==> config.mk <==
export PLATFORM = sky130hd
export DESIGN_NAME = scale_pixel_gen_mc
export DESIGN_NICKNAME = d
export VERILOG_FILES = /design/src/rtl/scale_pixel_gen_mc.sv
export SDC_FILE = /design/constraint.sdc
export NUM_CORES = 2
export LEC_CHECK = 0
export BUFFER_PORTS_ARGS = -buffer_cell sky130_fd_sc_hd__buf_2
export CAP_MARGIN = 20
export CORE_ASPECT_RATIO = 0.9
export CORE_UTILIZATION = 29
export CTS_CLUSTER_SIZE = 8
export DETAILED_ROUTE_END_ITERATION = 6
export PLACE_DENSITY = 0.45
export SETUP_SLACK_MARGIN = 0.15
export SLEW_MARGIN = 30
export SYNTH_ARGS = -nofsm -noshare
export SYNTH_HDL_FRONTEND = slang
export SYNTH_SLANG_ARGS = --single-unit
==> constraint.sdc <==
create_clock -name clk -period 9.5 [get_ports clk]
set_input_delay 0.95 -clock clk [delete_from_list [all_inputs] [get_ports clk]]
set_output_delay 0.95 -clock clk [all_outputs]
set_load 0.01 [all_outputs]
==> src/rtl/scale_pixel_gen_mc.sv <==
// Bilinear 2x2 pixel generator: four image-cache reads per pixel, 4-stage interpolation pipeline.
// Optional round-half-up of the final shift when SCALE_PIX_ROUND_EN is defined (truncates otherwise).
module scale_pixel_gen_mc #(
  parameter int PIX_W  = 8,
  parameter int CH     = 1,
  parameter int FRAC_W = 12,
  parameter int ADDR_W = 16
) (
  input  logic                  clk,
  input  logic                  reset,
  input  logic                  start,
  output logic                  ready,
  input  logic [ADDR_W-1:0]     sx,
  input  logic [ADDR_W-1:0]     sy,
  input  logic [FRAC_W-1:0]     fx,
  input  logic [FRAC_W-1:0]     fy,
  input  logic [ADDR_W-1:0]     dx,
  input  logic [ADDR_W-1:0]     dy,
  input  logic [ADDR_W-1:0]     max_x,
  input  logic [ADDR_W-1:0]     max_y,
  output logic [ADDR_W-1:0]     raddr_x,
  output logic [ADDR_W-1:0]     raddr_y,
  input  logic [CH*PIX_W-1:0]   rdata,
  output logic [ADDR_W-1:0]     waddr_x,
  output logic [ADDR_W-1:0]     waddr_y,
  output logic [CH*PIX_W-1:0]   wdata,
  output logic                  we
);

  localparam int DATA_W = CH * PIX_W;
  localparam int PROD_W = PIX_W + 2 * FRAC_W + 1;
  localparam logic [FRAC_W:0] ONE = {1'b1, {FRAC_W{1'b0}}};

  typedef enum logic [2:0] {S_IDLE, S_RA, S_RB, S_RC, S_RD} state_t;

  state_t              state;
  logic                accept;

  logic [ADDR_W-1:0]   sx_r, sy_r, dx_r, dy_r;
  logic [FRAC_W-1:0]   fx_r, fy_r;
  logic [ADDR_W-1:0]   x1, y1;

  logic [FRAC_W:0]     wx0, wx1, wy0, wy1;
  logic [FRAC_W-1:0]   p1_fy, p2_fy;
  logic [ADDR_W-1:0]   p1_dx, p1_dy, p2_dx, p2_dy, p3_dx, p3_dy;
  logic                v1, v2, v3;
  logic [DATA_W-1:0]   pix_next;

  assign accept = start && ready;

  // Edge clamp keeps every read inside the source image.
  assign x1 = (sx_r >= max_x) ? sx_r : sx_r + ADDR_W'(1);
  assign y1 = (sy_r >= max_y) ? sy_r : sy_r + ADDR_W'(1);

  // NOTE: every variable gets a default before the case so no latch is inferred.
  always_comb begin
    raddr_x = '0;
    raddr_y = '0;
    case (state)
      S_IDLE, S_RD: begin
        if (start) begin
          raddr_x = sx;
          raddr_y = sy;
        end
      end
      S_RA: begin
        raddr_x = x1;
        raddr_y = sy_r;
      end
      S_RB: begin
        raddr_x = sx_r;
        raddr_y = y1;
      end
      S_RC: begin
        raddr_x = x1;
        raddr_y = y1;
      end
      default: ;
    endcase
  end

  // NOTE: sequential state uses non-blocking assignments so all registers update together.
  always_ff @(posedge clk) begin
    if (reset) begin
      state <= S_IDLE;
      ready <= 1'b1;
    end else begin
      case (state)
        S_IDLE: begin
          if (start) begin
            state <= S_RA;
            ready <= 1'b0;
          end
        end
        S_RA: state <= S_RB;
        S_RB: state <= S_RC;
        S_RC: begin
          state <= S_RD;
          ready <= 1'b1;
        end
        S_RD: begin
          state <= start ? S_RA : S_IDLE;
          ready <= !start;
        end
        default: begin
          state <= S_IDLE;
          ready <= 1'b1;
        end
      endcase
    end
  end

  // Valid chain and write port; reset drops every in-flight pixel.
  always_ff @(posedge clk) begin
    if (reset) begin
      v1      <= 1'b0;
      v2      <= 1'b0;
      v3      <= 1'b0;
      we      <= 1'b0;
      wdata   <= '0;
      waddr_x <= '0;
      waddr_y <= '0;
    end else begin
      v1 <= (state == S_RD);
      v2 <= v1;
      v3 <= v2;
      we <= v3;
      if (v3) begin
        wdata   <= pix_next;
        waddr_x <= p3_dx;
        waddr_y <= p3_dy;
      end
    end
  end

  // NOTE: request and pipeline data registers carry no reset; the valid chain alone qualifies them.
  always_ff @(posedge clk) begin
    if (accept) begin
      sx_r <= sx;
      sy_r <= sy;
      fx_r <= fx;
      fy_r <= fy;
      dx_r <= dx;
      dy_r <= dy;
    end
    // Request regs still hold the in-flight pixel during RD, even if a new one is accepted.
    if (state == S_RD) begin
      p1_fy <= fy_r;
      p1_dx <= dx_r;
      p1_dy <= dy_r;
    end
    p2_fy <= p1_fy;
    p2_dx <= p1_dx;
    p2_dy <= p1_dy;
    p3_dx <= p2_dx;
    p3_dy <= p2_dy;
  end

  assign wx1 = {1'b0, fx_r};
  assign wx0 = ONE - wx1;
  assign wy1 = {1'b0, p2_fy};
  assign wy0 = ONE - wy1;

  for (genvar g = 0; g < CH; g++) begin : g_ch
    logic [PIX_W-1:0]  a_q, b_q, c_q, d_in;
    logic [PROD_W-1:0] h_a, h_b, h_c, h_d;
    logic [PROD_W-1:0] top, bot, v_t, v_b, sum;

    assign d_in = rdata[g*PIX_W +: PIX_W];

    always_ff @(posedge clk) begin
      case (state)
        S_RA:    a_q <= d_in;
        S_RB:    b_q <= d_in;
        S_RC:    c_q <= d_in;
        default: ;
      endcase
      // D is consumed straight from the cache bus in RD, folding its capture into P1.
      if (state == S_RD) begin
        h_a <= PROD_W'(a_q)  * PROD_W'(wx0);
        h_b <= PROD_W'(b_q)  * PROD_W'(wx1);
        h_c <= PROD_W'(c_q)  * PROD_W'(wx0);
        h_d <= PROD_W'(d_in) * PROD_W'(wx1);
      end
      top <= h_a + h_b;
      bot <= h_c + h_d;
      v_t <= top * PROD_W'(wy0);
      v_b <= bot * PROD_W'(wy1);
    end

`ifdef SCALE_PIX_ROUND_EN
    localparam logic [PROD_W-1:0] RND = PROD_W'(1) << (2 * FRAC_W - 1);
    assign sum = v_t + v_b + RND;
`else
    assign sum = v_t + v_b;
`endif

    assign pix_next[g*PIX_W +: PIX_W] = PIX_W'(sum >> (2 * FRAC_W));
  end

endmodule

==> qor.yml <==
ys.flop_type: "edfxtp_1"
worst_pin_slew_ns: 0.978
instances_no_fill: 6953
synth-seq-cells: 470
period_share_pct: 83.8
synth_cells: 4653
start_util_pct: 29.3
synth_edf_count: 238
dp_hpwl_mm: 90.9
dieArea_um2: 160000
tns_ns: 0
drt_wl_total_mm: 119
synth_fa_ha_area_share_pct: 40.0
syn-cell-area_um2: 46000
yosysWarnings: 0
drive_above_1_share_pct: 7.92
critPathMaxFanout: 25
hold_path_class: "register to register"
maxCapViolCount: 0
dp_cells: 6819
setup_violations: 0
firstDrtPassIters: 5
fin_skew_ns: 0.0542
area_growth_pct: 12.6
clk_pin_slew_worst_paths_ns: 0.06
htreeDepth: 3
powerDensity_nw_per_um2: 276
arrival_ns: 8.51
syn_area_per_cell_um2: 9.89
critPathRequiredTime_ns: 10.05
grt_pass1_vias: 33800
antenna_found_initial: 3
slew_viol_final: 0
synth_xor_area_share_pct: 3.16
clock_latency_ns: 0.67
syn-num-nets: 5852
grt_max_degree: 128
holdBufCountCts: 0
cts_tree: "done"
synthArstFlopShare_pct: 0
vias: 31700
drcViolationCount: 0
synthDistinctLibCells: 80
relSlewSlack_pct: 34.7
cts_root_buf: "clkbuf_16"
grt_usage_pct: 15.2
dr.first_iter.drc_count: 1551
clockBufferDepth: 3
wire_per_inst_um: 17.1
fin_crit_ns: 7.96
grt_overflow_total: 0
worst-setup-path-type: "register to register"
synth_compound_area_share_pct: 7.04
status: "finished, final reports clean"
grt_pass1_wl_mm: 193
cts.sink_count: 470
met2_usage_pct: 24.5
core-area_um2: 157000
ys_seq_area_share_pct: 25.6
cts_made_buffers: 73
rsz0062_at_grt: "false"
numPortBuffers: 204
die_w_um: 422
leakagePower_uw: 0.0238
hold_viol_final: 0
cts_resized: 0
met1_usage_pct: 21.3
via_per_inst: 4.55
ioPinCount: 205
fin_nets: 5993
row_count: 138
gp_congestion: 0.810
max_freq_ghz: 0.126
antenna_left: 0
synth_top_family_by_area: "adder cells"
yosys.area_share.simple_pct: 15.6
synth_mux_area_share_pct: 0.851
ir_worst_vdd_mv: 0.230
endpoint_kind: "register"
die_y_um: 380
post_cts_buffers: 0
busiest_layer: "met2"
worst_setup_path_start_kind: "register"
met3_usage_pct: 2.00
## final cells by class
cell class,count,area [um^2]
clock inverter,12,241
antenna,2,5.00
tap,2100,2630
multi-input combinational,3229,30800
clock buffer,120,2070
inverter,760,2850
sequential,470,11800
timing repair buffer,260,1450
fill,16300,105000
## sequential cells by signal, summed over array words and instances, names as in the netlist, 12 cells and up
name and cells:
g_ch.bot 22, fy_r 12, g_ch.h_c 21, g_ch.h_a 21, g_ch.h_b 20, waddr_y 16
p1_dy 16, waddr_x 16, dy_r 16, p2_dx 16, p1_fy 12, g_ch.v_b 32
fx_r 12, p2_dy 16, p2_fy 12, p1_dx 16, g_ch.top 22, sx_r 16
p3_dx 16, dx_r 16, sy_r 16, g_ch.v_t 32, g_ch.h_d 20, p3_dy 16
## power breakdown
part,internal [uW],switching (uW)
combinational,3740,5200
sequential,2590,192
clock,1530,1040
## path summary, 6_finish.rpt
kind,cells past startpoint,startpoint,slack (ns),end
max reg2reg,25,p2_fy[0],1.54,g_ch[0].v_t[30]
min,0,p2_dx[1],0.32,p3_dx[1]
max,25,p2_fy[0],1.54,g_ch[0].v_t[30]
min reg2reg,0,p2_dx[1],0.32,p3_dx[1]
## cells in the final DEF (no fill, tap or decap), types with 66 or more instances in the layout
cell,Yosys,final
a21o_1,66,66
nor2_1,140,140
fa_1,671,671
a21oi_1,112,112
edfxtp_1,238,238
ha_1,397,397
and2_1,390,389
xnor2_1,122,114
buf_2,1,204
dfxtp_1,232,231
clkbuf_16,0,75
nand2_1,681,681
inv_1,760,760
## critical path, stage by stage (launching register included)
cell and delay, ns:
dfxtp_1 0.96, inv_1 0.10, ha_1 0.28, nand3b_1 0.23
nor3_1 0.12, xnor2_2 0.74, and2_1 0.25, fa_1 0.42
inv_1 0.10, fa_1 0.38, inv_1 0.07, fa_1 0.43
fa_1 0.50, inv_1 0.05, fa_1 0.47, inv_1 0.04
ha_1 0.34, a21o_1 0.18, a21o_1 0.18, a21oi_1 0.29
a21boi_1 0.14, o31ai_1 0.66, o211ai_1 0.31, a221oi_1 0.32
o21bai_1 0.10, xor2_1 0.14
## logic make-up (layout without fill, tap and decap cells)
group                    count (synthesis)  count (layout)
AO/OA/AOI/OAI                          473             473
XOR/XNOR                               166             166
adder cells (fa/ha/maj)               1068            1068
flip-flops                             470             470
multiplexers                            39              39
AND/OR/NAND/NOR                       1483            1483
other                                    0               2
buffers and inverters                  954            1152
## stage by stage
step	total power (uW)	utilization, %	hold slack (ns)	instance area (um^2)	worst slack, ns
6_report	14300	32.9	0.321	51800	1.54
5_1_grt	15800	32.9	0.327	51800	1.13
4_1_cts	14600	32.9	0.321	51800	1.61
3_5_place_dp	11800	31.5	0.312	49500	1.65
3_3_place_gp	11800	31.4	0.310	49500	1.54
2_1_floorplan	9280	-	0.310	46000	2.80
## per-layer routing
layer,up-vias,wire (um)
met2,475,55100
li1,15100,-
met5,-,0
met1,16000,56900
met4,0,2680
met3,116,4170
## cell usage after synthesis (all sizes together), types with 18 or more instances
library cell	count	area share (%)
nor4	19	0.26
o21ai	82	0.90
a21oi	112	1.2
xnor2	122	2.3
nand2	681	5.6
or3	18	0.24
o211ai	21	0.35
clkbuf	183	1.5
nor2	140	1.1
inv	760	6.2
mux2i	38	0.83
edfxtp	238	16
and2	390	5.3
nand2b	21	0.29
fa	671	29
nor3	52	0.57
nand3	53	0.58
and3	19	0.26
nand4	18	0.24
a211oi	22	0.37
o21a	31	0.51
ha	397	11
dfxtp	232	10
nor2b	27	0.37
xor2	44	0.84
a21o	66	1.1
Power figures use the tool's default switching activity.
